$ cat config.mk
export PLATFORM = sky130hd
export DESIGN_NAME = przyciski_kondycjonowanie_flat
export DESIGN_NICKNAME = d
export VERILOG_FILES = /design/src/rtl/przyciski_kondycjonowanie_if.sv /design/src/rtl/przyciski_kondycjonowanie.sv /design/src/flat_wrapper.sv
export SDC_FILE = /design/constraint.sdc
export NUM_CORES = 1
export LEC_CHECK = 0
export ABC_CLOCK_PERIOD_IN_PS = 6300
export BUFFER_PORTS_ARGS = -buffer_cell sky130_fd_sc_hd__buf_4
export CAP_MARGIN = 20
export CORE_MARGIN = 5
export CORE_UTILIZATION = 40
export DETAILED_ROUTE_END_ITERATION = 8
export GPL_TIMING_DRIVEN = 0
export PLACE_DENSITY = 0.55
export SLEW_MARGIN = 20
export SYNTH_ARGS = -nofsm -noshare
export SYNTH_HDL_FRONTEND = slang
export SYNTH_SLANG_ARGS = --single-unit
$ cat constraint.sdc
create_clock -name i_CLK -period 6.3 [get_ports i_CLK]
set_input_delay 0.63 -clock i_CLK [delete_from_list [all_inputs] [get_ports i_CLK]]
set_output_delay 0.63 -clock i_CLK [all_outputs]
set_load 0.005 [all_outputs]
$ cat src/rtl/przyciski_kondycjonowanie_if.sv
// Button-conditioning bus: raw button inputs towards the conditioner and the
// conditioned vector, press/hold/start-stop indications back to the consumer.
interface przyciski_kondycjonowanie_if;
  logic [3:0] i_Przyciski;
  logic       i_Przycisk_odliczanie;
  logic [3:0] o_Przyciski_stan;
  logic       o_Przyciski_impuls;
  logic       o_Przyciski_przytrzymanie;
  logic       o_Przycisk_odliczanie_impuls;

  modport master (
    output i_Przyciski,
    output i_Przycisk_odliczanie,
    input  o_Przyciski_stan,
    input  o_Przyciski_impuls,
    input  o_Przyciski_przytrzymanie,
    input  o_Przycisk_odliczanie_impuls
  );

  modport slave (
    input  i_Przyciski,
    input  i_Przycisk_odliczanie,
    output o_Przyciski_stan,
    output o_Przyciski_impuls,
    output o_Przyciski_przytrzymanie,
    output o_Przycisk_odliczanie_impuls
  );
endinterface

$ cat src/rtl/przyciski_kondycjonowanie.sv
// Kitchen-timer button conditioning: sync, debounce, press impulse, long-press hold.
// Optional PRZYCISKI_BLOKADA_START_EN blocks the start/stop impulse while any button is down.
module przyciski_kondycjonowanie #(
  parameter int unsigned CLK_HZ      = 100_000_000,
  parameter int unsigned DEBOUNCE_MS = 20,
  parameter int unsigned HOLD_MS     = 500
) (
  input logic                        i_CLK,
  input logic                        i_Reset,
  przyciski_kondycjonowanie_if.slave bus
);
  localparam int unsigned DebRaw         = CLK_HZ / 1000 * DEBOUNCE_MS;
  localparam int unsigned DebounceCycles = (DebRaw < 1) ? 1 : DebRaw;
  localparam int unsigned HoldRaw        = CLK_HZ / 1000 * HOLD_MS;
  localparam int unsigned HoldCycles     = (HoldRaw < 1) ? 1 : HoldRaw;
  localparam int unsigned DebW           = $clog2(DebounceCycles + 1);
  localparam int unsigned HoldW          = $clog2(HoldCycles + 1);
  localparam logic [DebW-1:0]  DebMax    = DebW'(DebounceCycles);
  localparam logic [HoldW-1:0] HoldMax   = HoldW'(HoldCycles);

  typedef enum logic [1:0] {StIdle, StPressed, StHeld} state_e;

  logic [4:0]      sync1_q, sync1_d, sync2_q, sync2_d;
  logic [3:0]      stan_q, stan_d, vec_cand_q, vec_cand_d;
  logic [DebW-1:0] vec_cnt_q, vec_cnt_d;
  logic            vec_commit;
  logic            ss_stan_q, ss_stan_d, ss_cand_q, ss_cand_d;
  logic [DebW-1:0] ss_cnt_q, ss_cnt_d;
  logic            ss_commit;
  logic            vec_imp_q, vec_imp_d, ss_imp_q, ss_imp_d;
  state_e          state_q, state_d;
  logic [HoldW-1:0] hold_cnt_q, hold_cnt_d;
  logic [3:0]      vec_sample;
  logic            ss_sample;

  assign sync1_d    = {bus.i_Przycisk_odliczanie, bus.i_Przyciski};
  assign sync2_d    = sync1_q;
  assign vec_sample = sync2_q[3:0];
  assign ss_sample  = sync2_q[4];

  // Vector debouncer: the whole 4-bit word must be stable, so combinations debounce as one.
  always_comb begin
    stan_d     = stan_q;
    vec_cand_d = vec_cand_q;
    vec_cnt_d  = vec_cnt_q;
    vec_commit = 1'b0;
    if (vec_sample == stan_q) begin
      vec_cnt_d = '0;
    end else if (vec_sample == vec_cand_q) begin
      if (vec_cnt_q == DebMax - 1'b1) begin
        stan_d     = vec_cand_q;
        vec_cnt_d  = '0;
        vec_commit = 1'b1;
      end else begin
        vec_cnt_d = vec_cnt_q + 1'b1;
      end
    end else begin
      vec_cand_d = vec_sample;
      if (DebounceCycles == 1) begin
        stan_d     = vec_sample;
        vec_cnt_d  = '0;
        vec_commit = 1'b1;
      end else begin
        vec_cnt_d = DebW'(1);
      end
    end
  end

  always_comb begin
    ss_stan_d = ss_stan_q;
    ss_cand_d = ss_cand_q;
    ss_cnt_d  = ss_cnt_q;
    ss_commit = 1'b0;
    if (ss_sample == ss_stan_q) begin
      ss_cnt_d = '0;
    end else if (ss_sample == ss_cand_q) begin
      if (ss_cnt_q == DebMax - 1'b1) begin
        ss_stan_d = ss_cand_q;
        ss_cnt_d  = '0;
        ss_commit = 1'b1;
      end else begin
        ss_cnt_d = ss_cnt_q + 1'b1;
      end
    end else begin
      ss_cand_d = ss_sample;
      if (DebounceCycles == 1) begin
        ss_stan_d = ss_sample;
        ss_cnt_d  = '0;
        ss_commit = 1'b1;
      end else begin
        ss_cnt_d = DebW'(1);
      end
    end
  end

  // Impulses are registered alongside stan so they appear in the first cycle of the new value.
  always_comb begin
    vec_imp_d = vec_commit && (stan_d != 4'b0000);
`ifdef PRZYCISKI_BLOKADA_START_EN
    ss_imp_d  = ss_commit && ss_stan_d && (stan_d == 4'b0000);
`else
    ss_imp_d  = ss_commit && ss_stan_d;
`endif
  end

  // A stan change always wins over hold expiry, keeping impulse and hold exclusive.
  always_comb begin
    state_d    = state_q;
    hold_cnt_d = hold_cnt_q;
    unique case (state_q)
      StIdle: begin
        if (vec_commit && (stan_d != 4'b0000)) begin
          state_d    = StPressed;
          hold_cnt_d = '0;
        end
      end
      StPressed: begin
        if (vec_commit) begin
          state_d    = (stan_d == 4'b0000) ? StIdle : StPressed;
          hold_cnt_d = '0;
        end else if (hold_cnt_q >= HoldMax - 1'b1) begin
          state_d    = StHeld;
          hold_cnt_d = HoldMax;
        end else begin
          hold_cnt_d = hold_cnt_q + 1'b1;
        end
      end
      StHeld: begin
        if (vec_commit) begin
          state_d    = (stan_d == 4'b0000) ? StIdle : StPressed;
          hold_cnt_d = '0;
        end
      end
      default: begin
        state_d    = StIdle;
        hold_cnt_d = '0;
      end
    endcase
  end

  always_ff @(posedge i_CLK) begin
    if (i_Reset) begin
      sync1_q    <= '0;
      sync2_q    <= '0;
      stan_q     <= '0;
      vec_cand_q <= '0;
      vec_cnt_q  <= '0;
      ss_stan_q  <= 1'b0;
      ss_cand_q  <= 1'b0;
      ss_cnt_q   <= '0;
      vec_imp_q  <= 1'b0;
      ss_imp_q   <= 1'b0;
      state_q    <= StIdle;
      hold_cnt_q <= '0;
    end else begin
      sync1_q    <= sync1_d;
      sync2_q    <= sync2_d;
      stan_q     <= stan_d;
      vec_cand_q <= vec_cand_d;
      vec_cnt_q  <= vec_cnt_d;
      ss_stan_q  <= ss_stan_d;
      ss_cand_q  <= ss_cand_d;
      ss_cnt_q   <= ss_cnt_d;
      vec_imp_q  <= vec_imp_d;
      ss_imp_q   <= ss_imp_d;
      state_q    <= state_d;
      hold_cnt_q <= hold_cnt_d;
    end
  end

  assign bus.o_Przyciski_stan             = stan_q;
  assign bus.o_Przyciski_impuls           = vec_imp_q;
  assign bus.o_Przyciski_przytrzymanie    = (state_q == StHeld);
  assign bus.o_Przycisk_odliczanie_impuls = ss_imp_q;
endmodule
$ cat src/flat_wrapper.sv
// flat-port wrapper written by rule: the top's interface ports become plain ports
module przyciski_kondycjonowanie_flat 
#(
  parameter int unsigned CLK_HZ      = 100_000_000,
  parameter int unsigned DEBOUNCE_MS = 20,
  parameter int unsigned HOLD_MS     = 500
)
  (i_CLK, i_Reset, bus_i_Przyciski, bus_i_Przycisk_odliczanie, bus_o_Przyciski_stan, bus_o_Przyciski_impuls, bus_o_Przyciski_przytrzymanie, bus_o_Przycisk_odliczanie_impuls);
  przyciski_kondycjonowanie_if bus_i ();
  input logic i_CLK;
  input logic i_Reset;
  input wire logic [$bits(bus_i.i_Przyciski)-1:0] bus_i_Przyciski;
  input wire logic [$bits(bus_i.i_Przycisk_odliczanie)-1:0] bus_i_Przycisk_odliczanie;
  output wire logic [$bits(bus_i.o_Przyciski_stan)-1:0] bus_o_Przyciski_stan;
  output wire logic [$bits(bus_i.o_Przyciski_impuls)-1:0] bus_o_Przyciski_impuls;
  output wire logic [$bits(bus_i.o_Przyciski_przytrzymanie)-1:0] bus_o_Przyciski_przytrzymanie;
  output wire logic [$bits(bus_i.o_Przycisk_odliczanie_impuls)-1:0] bus_o_Przycisk_odliczanie_impuls;
  assign bus_i.i_Przyciski = bus_i_Przyciski;
  assign bus_i.i_Przycisk_odliczanie = bus_i_Przycisk_odliczanie;
  assign bus_o_Przyciski_stan = bus_i.o_Przyciski_stan;
  assign bus_o_Przyciski_impuls = bus_i.o_Przyciski_impuls;
  assign bus_o_Przyciski_przytrzymanie = bus_i.o_Przyciski_przytrzymanie;
  assign bus_o_Przycisk_odliczanie_impuls = bus_i.o_Przycisk_odliczanie_impuls;
  przyciski_kondycjonowanie #(.CLK_HZ(CLK_HZ), .DEBOUNCE_MS(DEBOUNCE_MS), .HOLD_MS(HOLD_MS)) u_core (.i_CLK(i_CLK), .i_Reset(i_Reset), .bus(bus_i));
endmodule
==> flow_summary.yaml <==
power:
  p_leak_nw: 1.60
  irDropWorstVdd_v: 0.000119
  p_per_area_mw_per_mm2: 215
  finalPower_mw: 1.04
clock_network:
  cts_buffer_depth: 2
  cts-root-buf: "clkbuf_8"
  hold_buffers: 0
  cts.sinks: 92
  cts.clk_slew.worst_paths_ps: 100
  worstSkewPairLatency_ps: 360
  postCtsSetupRepairBufs: 0
  numCtsBuffers: 9
  ctsResizeCount: 0
  ctsHtreeMaxLevel: 3
  cts_tree: "done"
setup_path:
  startpoint: "u_core.hold_cnt_q[0]"
  rr_startpoint: "u_core.hold_cnt_q[0]"
  worstPathCellList: "ha_1 > nand3_1 > o2111ai_1 > and4_4 > buf_6 > clkbuf_1 > o21ai_0 > o22ai_1"
  end_kind: "flip-flop"
  crit_slowest_cell: "dfxtp_1"
  cp_max_fo: 10
  critPathBufInv: 2
  worstPathRequired_ps: 6590
  cp.arrival_ps: 2670
  path_class: "flip-flop to flip-flop"
  start_kind: "flip-flop"
  slowest_delay_ps: 430
  critPathTopFamily: "compound AO/OA/AOI/OAI gates"
finish:
  area_delta_synth_final_pct: 10.9
  drive_above_1_share: 0.102
  diodes: 0
  final-instance-count-excl-fill: 681
  final_nets: 546
  fillers: 1111
timing:
  setup_tns_ps: 0
  rsz0062_at_grt: "false"
  worstMarginPinSlew_ps: 662
  maxSlewHeadroom: 0.555
  clock.fmax_ghz: 0.420
  min_period_over_period: 0.378
  finClkSkew_ps: 13.8
  drv_slew: 0
  finalSetupViolations: 0
  finalCriticalPeriod_ps: 2380
  timing.final.hold_violations: 0
logic_synthesis:
  synthesis.nets: 522
  yosys_warnings: 0
  synth.area.top_cells: "dfxtp_1, nor2_1, xor2_1, xnor2_1, nand2_1"
  synth-seq-area-share: 0.424
  async_flop_share: 0
  ys_ff_latch: 92
  synth-edff-count: 0
  synth_top_cell_area_share: 0.424
  syn_area_per_cell_um2: 8.48
  synth_top_area_cell: "dfxtp_1"
  syn_area_mm2: 0.00434
  ys.flop_type: "dfxtp_1"
  netlist-cell-type-count: 53
  syn_inst: 512
placement:
  dp_cells: 665
  place_congestion: 0.803
  port_buffers: 13
  dpl.hpwl_mm: 6.70
run_status:
  status: "finished, final reports clean"
floorplanning:
  dieArea_mm2: 0.0130
  rows: 38
  die_h_um: 114
  start_util: 0.404
  core_mm2: 0.0107
  die_x_um: 114
  io_pins: 14
routing:
  drc: 0
  avgRoutedWirePerCell_um: 13.7
  wl_mm: 9.34
  ant_nets: 0
  dr.pass1.iters: 4
  viasPerCell: 5.21
  vias: 3545
  drt_iter0_markers: 156
global_route:
  grt_pass1_vias: 3440
  grt_start_max_net_pins: 17
  grt_overflow: 0
  grtUsageTotal: 0.150
  grt_first_pass_wirelength_mm: 16.0
  antenna_found_initial: 0
job:
  drv_cap: 0
worst_hold_path:
  hold_start: "u_core.sync1_q[1]"
  hp-class: "flip-flop to flip-flop"
## cell families after synthesis
family / synth area share
compound gates: 0.101
buf+inv: 0.0403
flops: 0.424
fa+ha+maj: 0.00864
xor+xnor: 0.0968
simple gates: 0.316
mux: 0.0138
## report_power, final
part	internal [mW]	leakage [nW]	total, mW	switching [mW]
clock network	0.187	0.0935	0.410	0.223
logic	0.0142	0.760	0.0369	0.0227
registers	0.586	0.743	0.590	0.00419
## registers in the layout, summed over array words and instances, names as in the netlist
name / flops
u_core.bus.o_Przycisk_odliczanie_impuls: 1
u_core.hold_cnt_q: 26
u_core.state_q: 2
u_core.ss_stan_q: 1
u_core.ss_cnt_q: 21
u_core.bus.o_Przyciski_stan: 4
u_core.sync1_q: 5
u_core.ss_cand_q: 1
u_core.vec_cand_q: 4
u_core.bus.o_Przyciski_impuls: 1
u_core.vec_cnt_q: 21
u_core.sync2_q: 5
## path summary, 6_finish.rpt
path | slack (ps) | end | cells after the start
worst min-delay path | 450 | u_core.sync2_q[1] | 1
worst max-delay path | 3920 | u_core.hold_cnt_q[17] | 8
worst min register to register | 450 | u_core.sync2_q[1] | 1
worst max register to register | 3920 | u_core.hold_cnt_q[17] | 8
## Yosys cell counts (8+ instances only)
library cell and count:
xor2_1 25, and3_1 11, a21oi_1 26, nor2b_1 14
nor3_1 9, nand4_1 19, xnor2_1 23, clkbuf_1 9
o21ai_1 8, o21ai_0 11, inv_1 15, dfxtp_1 92
nand2_1 47, nand3_1 24, nor2_1 81
## layer usage
layer	GRT usage	part of all wire	vias to the layer above
li1	-	-	1830
met1	0.191	0.50	1659
met3	0.0344	0.026	15
met5	0	0	-
met2	0.250	0.46	41
met4	0.0507	0.017	0
## metrics by stage
stage / util / hold slack, ps / cell area (µm²) / worst slack, ps
after floorplan: - / 414 / 4340 / 4260
after detailed placement: 0.430 / 430 / 4620 / 3930
final: 0.448 / 448 / 4820 / 3920
after CTS: 0.448 / 454 / 4820 / 3920
after global routing: 0.448 / 467 / 4820 / 3680
after global placement: 0.430 / 419 / 4620 / 3990
## layout make-up
class                      count  area [µm²]  share of cell area
sequential                    92        1840               0.382
clock buffer                  10         128              0.0265
inverter                      15        56.3              0.0117
timing repair buffer          13        97.6              0.0203
clock inverter                 6        71.3              0.0148
buffer                        19         119              0.0247
multi-input combinational    386        2330               0.483
tap                          140         175              0.0364
## placed cells by master, fill, tap and decap left out, drive strengths merged, types with 3 or more instances in the layout
cell    netlist  final
a21oi        26     26
dfxtp        92     92
a31oi         4      4
mux2i         6      6
a221o         3      3
nand3        25     25
nand4        20     20
or3           5      5
and4          6      6
buf          10     23
nand2b        6      6
o21ai        19     19
nor4         11     11
or2           5      5
and3         11     11
o22ai         6      6
inv          15     17
xnor2        23     23
nor2         81     81
clkbuf        9     19
or4           4      4
nor3         11     11
nor2b        14     14
ha            3      3
a211oi        3      3
nand2        47     47
xor2         25     25
a22o          3      3
No activity file was read; power rests on OpenSTA's default activity.
